**config.mk**
```make
export PLATFORM = sky130hd
export DESIGN_NAME = mtr_drv_multi
export DESIGN_NICKNAME = d
export VERILOG_FILES = /design/src/rtl/mtr_drv_pkg.sv /design/src/rtl/mtr_drv_multi_ch.sv /design/src/rtl/mtr_drv_multi.sv
export SDC_FILE = /design/constraint.sdc
export NUM_CORES = 1
export LEC_CHECK = 0
export CAP_MARGIN = 15
export CORE_ASPECT_RATIO = 0.5
export CORE_UTILIZATION = 28
export DETAILED_ROUTE_END_ITERATION = 10
export SYNTH_ARGS = -nofsm -noshare
export SYNTH_HDL_FRONTEND = slang
export SYNTH_SLANG_ARGS = --single-unit
```
**constraint.sdc**
```tcl
create_clock -name clk -period 2.3 [get_ports clk]
set_clock_uncertainty 0.15 [all_clocks]
set_input_delay 0.46 -clock clk [delete_from_list [all_inputs] [get_ports clk]]
set_output_delay 0.46 -clock clk [all_outputs]
set_load 0.01 [all_outputs]
```
**src/rtl/mtr_drv_pkg.sv**
```systemverilog
// Shared defaults and helpers for the multi-channel H-bridge PWM driver.
package mtr_drv_pkg;

   localparam int MTR_NUM_CH = 2;
   localparam int MTR_SPD_W  = 11;
   localparam int MTR_DEAD_T = 8;

   typedef logic [MTR_SPD_W-1:0] duty_t;

   // Signed speed to offset-binary duty: add half scale, keep spd_w bits.
   function automatic logic [31:0] spd2duty(input logic [31:0] spd, input int unsigned spd_w);
      logic [31:0] half;
      logic [31:0] mask;
      half = 32'd1 << (spd_w - 32'd1);
      mask = (32'd1 << spd_w) - 32'd1;
      return (spd + half) & mask;
   endfunction

endpackage

```
**src/rtl/mtr_drv_multi_ch.sv**
```systemverilog
// One motor channel: period-aligned duty shadow, compare, dead-time timer and
// registered complementary outputs.
module pwm_dead_ch
   import mtr_drv_pkg::*;
#(
   parameter int SPD_W  = MTR_SPD_W,
   parameter int DEAD_T = MTR_DEAD_T
) (
   input  logic             clk,
   input  logic             rst,
   input  logic             en,
   input  logic             wrap,
   input  logic [SPD_W-1:0] cnt,
   input  logic [SPD_W-1:0] spd,
   output logic             pwm1,
   output logic             pwm2
);

   localparam logic [SPD_W-1:0] DUTY_HALF = {1'b1, {(SPD_W-1){1'b0}}};
   localparam logic [SPD_W-1:0] DT_LOAD   = SPD_W'(DEAD_T);
   localparam logic [SPD_W-1:0] DT_ONE    = SPD_W'(1);

   logic [SPD_W-1:0] duty_sh_q, duty_sh_d;
   logic [SPD_W-1:0] dt_q, dt_d;
   logic             raw_q, raw_d;
   logic             pwm1_q, pwm1_d;
   logic             pwm2_q, pwm2_d;
   logic             dt_tc;

   always_comb begin
      duty_sh_d = duty_sh_q;
      dt_d      = dt_q;
      pwm1_d    = 1'b0;
      pwm2_d    = 1'b0;
      dt_tc     = (dt_q == '0);

      if (wrap) begin
         duty_sh_d = SPD_W'(spd2duty(32'(spd), SPD_W));
      end

      raw_d = (cnt < duty_sh_q);

      // Disabled: park the timer at full dead-time so re-enable starts with
      // a complete off interval; any raw edge restarts the off interval.
      if (!en) begin
         dt_d = DT_LOAD;
      end else if (raw_d != raw_q) begin
         dt_d = DT_LOAD;
      end else if (!dt_tc) begin
         dt_d = dt_q - DT_ONE;
      end

      if (en && dt_tc) begin
         pwm1_d = raw_q;
         pwm2_d = ~raw_q;
      end
   end

   always_ff @(posedge clk) begin
      if (rst) begin
         duty_sh_q <= DUTY_HALF;
         dt_q      <= '0;
         raw_q     <= 1'b0;
         pwm1_q    <= 1'b0;
         pwm2_q    <= 1'b0;
      end else begin
         duty_sh_q <= duty_sh_d;
         dt_q      <= dt_d;
         raw_q     <= raw_d;
         pwm1_q    <= pwm1_d;
         pwm2_q    <= pwm2_d;
      end
   end

   assign pwm1 = pwm1_q;
   assign pwm2 = pwm2_q;

endmodule

```
**src/rtl/mtr_drv_multi.sv**
```systemverilog
// Multi-channel H-bridge PWM driver: shared period counter plus one
// dead-time channel slice per motor.
module mtr_drv_multi
   import mtr_drv_pkg::*;
#(
   parameter int NUM_CH = MTR_NUM_CH,
   parameter int SPD_W  = MTR_SPD_W,
   parameter int DEAD_T = MTR_DEAD_T
) (
   input  logic                    clk,
   input  logic                    rst,
   input  logic                    en,
   input  logic [NUM_CH*SPD_W-1:0] spd,
   output logic [NUM_CH-1:0]       pwm1,
   output logic [NUM_CH-1:0]       pwm2,
   output logic                    prd_strt
);

   logic [SPD_W-1:0] cnt_q, cnt_d;
   logic             prd_strt_q, prd_strt_d;
   logic             wrap;

   always_comb begin
      wrap       = (cnt_q == '1);
      cnt_d      = cnt_q + SPD_W'(1);
      // Registered off the wrap so the pulse lines up with cnt == 0.
      prd_strt_d = wrap;
   end

   always_ff @(posedge clk) begin
      if (rst) begin
         cnt_q      <= '0;
         prd_strt_q <= 1'b0;
      end else begin
         cnt_q      <= cnt_d;
         prd_strt_q <= prd_strt_d;
      end
   end

   assign prd_strt = prd_strt_q;

   for (genvar k = 0; k < NUM_CH; k++) begin : g_ch
      pwm_dead_ch #(
         .SPD_W  (SPD_W),
         .DEAD_T (DEAD_T)
      ) u_ch (
         .clk  (clk),
         .rst  (rst),
         .en   (en),
         .wrap (wrap),
         .cnt  (cnt_q),
         .spd  (spd[k*SPD_W +: SPD_W]),
         .pwm1 (pwm1[k]),
         .pwm2 (pwm2[k])
      );
   end

endmodule

```
==> flow_summary_export.csv <==
group,metric,value,unit
placed_design,pre_cts_ws,-0.1348,ns
synthesis,netlist.area_leader.share,40.72,%
timing,fmax,453.0,MHz
final_layout,final_area,0.003909,mm²
placed_design,place_area,0.003567,mm²
power,combPwrFrac,13.3,%
routing,routed-via-count,2513,
worst_setup_path,crit_buf_inv,1,
synthesis,ys_types,39,
timing,hold_viol_final,0,
power,p_leak,1.492,nW
worst_setup_path,r2r-end,"g_ch[0].u_ch.dt_q[3]",
power,p_int,0.002035,W
worst_setup_path,critical_path.cell_chain,"buf_4 -> ha_1 -> nand4_1 -> a211oi_1 -> or3_4 -> xnor2_4 -> o31a_1",
synthesis,synth_cells,365,
power,pwr-share-seq,41.9,%
clock_tree,htree_levels,3,
clock_tree,clk_root_buffer_cell,"clkbuf_16",
routing,dr.pass1.iters,4,
synthesis,ys_warn_count,0,
floorplan,io-pin-count,30,
synthesis,synth.yosys.seq_area_share,40.72,%
power,power.density,694.1,mW/mm²
synthesis,synth_nets,415,
synthesis,synth.area.top_cells,"dfxtp_1 (41%), ha_1 (10%), nand2_1 (7.8%)",
final_layout,final_cells,555,
run,cap_violations,0,
final_layout,nets,460,
clock_tree,clkLatencyLatePin,0.33,ns
power,switching_share,25.01,%
timing,setup_viol,0,
synthesis,ys_ff_latch,62,
final_layout,syn_to_final_growth,28.24,%
global_route,antenna_found_initial,0,
clock_tree,clk_pin_slew,0.05,ns
routing,viasPerCell,4.528,
timing,layout_setup_ws,0.09245,ns
timing,drv_slew,0,
synthesis,synthArstFlopShare,0,%
worst_setup_path,worstPathRequired,2.36,ns
power,pwr-share-clk,44.8,%
placed_design,io_buffers,29,
floorplan,core_area,0.01038,mm²
synthesis,synth_area_per_cell,8.350,µm²
min_path,hold_end,"g_ch[1].u_ch.duty_sh_q[1]",
worst_setup_path,crit_fanout,6,
worst_setup_path,cp_data_arrival_time,2.27,ns
global_route,gr-total-overflow,0,
worst_setup_path,max_stage_delay,0.46,ns
min_path,hp-start,"g_ch[1].u_ch.duty_sh_q[1]",
global_route,grt_pass1_wl,10.32,mm
synthesis,synth_edf_count,0,
worst_setup_path,r2r_slack,0.09,ns
floorplan,start_util,29.37,%
final_layout,final_layout_size_suffix_gt1_share,11.81,%
worst_setup_path,crit_type,"register to register",
timing,tightest_slew,0.4427,ns
placed_design,hpwl,4.200,mm
clock_tree,cts.sinks,62,
worst_setup_path,r2r-start,"cnt_q[8]",
global_route,gr-usage-all-layers,11.64,%
worst_setup_path,crit_family,"simple AND/OR/NAND/NOR gates",
floorplan,dieArea,0.01133,mm²
floorplan,die_y,75.78,µm
floorplan,die-width,149.6,µm
routing,drtIter0Drc,95,
timing,post-route-period-util,95.98,%
worst_setup_path,slowest_stage,"or3_4",
global_route,grt_start_max_net_pins,38,
timing,rsz0062_at_grt,"false",
floorplan,placementRows,26,
worst_setup_path,worst_setup_path_start_kind,"register",
clock_tree,tritoncts.num_buffers,9,
final_layout,final_cell_mix,"nand2_1 (62), dfxtp_1 (61), a21oi_1 (33)",
power,power,0.002713,W
timing,slew_headroom,70.21,%
routing,routed_wl,5.969,mm
clock_tree,cts_hold_buf,0,
clock_tree,max-clock-path-buffers,2,
worst_setup_path,crit_cells,7,
synthesis,synth-main-ff-cell,"dfxtp_1",
global_route,grt_pass1_vias,2394,
routing,drc,0,
power,switching_power,0.0006785,W
clock_tree,cts_tree,"done",
min_path,min_path_cells,2,
routing,wire_per_inst,10.75,µm
min_path,hp-class,"register to register",
placed_design,dp_cells,538,
final_layout,num_antenna_cells,0,
final_layout,final_common_cell,"nand2_1",
synthesis,syn_area,0.003048,mm²
worst_setup_path,end_kind,"register",
timing,fin_crit,2.208,ns
worst_setup_path,reg2reg_depth,7,
status,status,"finished clean",
routing,antenna_left,0,
power,ir_drop,0.3319,mV
placed_design,place_congestion,0.7622,
synthesis,synth_top_area_cell,"dfxtp_1",
what timing repair did:
action | CTS | global route
gates cloned | 0 | 1
pin swaps | 0 | 4
gates resized for setup | 3 | 6
setup endpoints to repair | 22 | 24
buffers inserted | 0 | 0
layout make-up:
cell class              count  area, µm²
multi-input cells         263       1692
flip-flops and latches     62       1242
inverters                  26      97.59
fillers                  1063       6469
clock inverters             4      22.52
repair buffers             48      432.9
well taps                 140      175.2
clock buffers              12      246.5
cell usage after synthesis (all sizes together) (2+ instances only):
cell type	number
nand2	64
dfxtp	62
a21oi	33
nor2	29
nor3	27
inv	26
ha	25
xnor2	13
nand3	11
buf	9
xor2	8
nand4	7
o21ai	7
clkbuf	6
a211oi	5
nor2b	5
or3	5
a211o	3
nor4	3
a21o	2
and3	2
mux2i	2
nand2b	2
cell families after synthesis:
family / Yosys count / share of synthesized area (%)
XOR/XNOR: 21 / 6.281
flip-flops: 62 / 40.72
adder cells (fa/ha/maj): 25 / 10.26
AND/OR/NAND/NOR: 160 / 25.33
AO/OA/AOI/OAI: 53 / 10.26
multiplexers: 3 / 1.026
buffers and inverters: 41 / 6.116
state kept, by name, indices dropped and copies added, names as in the netlist:
register and cells:
prd_strt 1, g_ch.u_ch.dt_q 22, g_ch.u_ch.duty_sh_q 22, cnt_q 11
g_ch.u_ch.raw_q 2, g_ch.u_ch.pwm1 2, g_ch.u_ch.pwm2 2
worst reg2reg max path, delay by kind of cell (launching register included):
kind	cells	cell delay, ns
AOI/OAI and AO/OA	2	0.39
xor gates and xnor gates	1	0.20
and+or+nand+nor	2	0.61
adders and majority gates	1	0.30
buffers and inverters	1	0.14
DFF	1	0.32
routing by layer:
layer	wire, µm	vias up	GRT usage (%)
met5	0	-	0
met3	139	7	3.234
met2	2815	23	20.52
met4	77	0	5.102
met1	2938	1164	13.56
li1	-	1319	-
per-stage QoR:
stage | hold WS [ns] | setup TNS, ns | util [%]
after global placement | 0.2960 | -1.354 | 34.37
after global routing | 0.3221 | 0 | 37.67
after CTS | 0.3033 | 0 | 37.20
after detailed placement | 0.2963 | -1.783 | 34.37
final | 0.3037 | 0 | 37.67
after floorplan | 0.2818 | 0 | -
how the worst max path moves through the flow:
stage / start / end / slack (ns)
global placement: g_ch[1].u_ch.duty_sh_q[10] / g_ch[1].u_ch.dt_q[3] / -0.11
floorplan: cnt_q[2] / g_ch[0].u_ch.dt_q[3] / 0.17
CTS: cnt_q[1] / g_ch[1].u_ch.duty_sh_q[4] / 0.02
finish: cnt_q[8] / g_ch[0].u_ch.dt_q[3] / 0.09
detailed placement: g_ch[1].u_ch.duty_sh_q[10] / g_ch[1].u_ch.dt_q[3] / -0.13
global route: cnt_q[1] / g_ch[0].u_ch.duty_sh_q[5] / 0.007
power groups by stage:
stage | sequential (W) | combinational, W | clock (W)
2_1_floorplan | 0.00115 | 0.000263 | 0
3_3_place_gp | 0.00116 | 0.000353 | 0
3_5_place_dp | 0.00116 | 0.000354 | 0
4_1_cts | 0.00114 | 0.000359 | 0.00124
5_1_grt | 0.00114 | 0.000405 | 0.00129
6_report | 0.00114 | 0.000360 | 0.00122
Power figures use the tool's default switching activity.
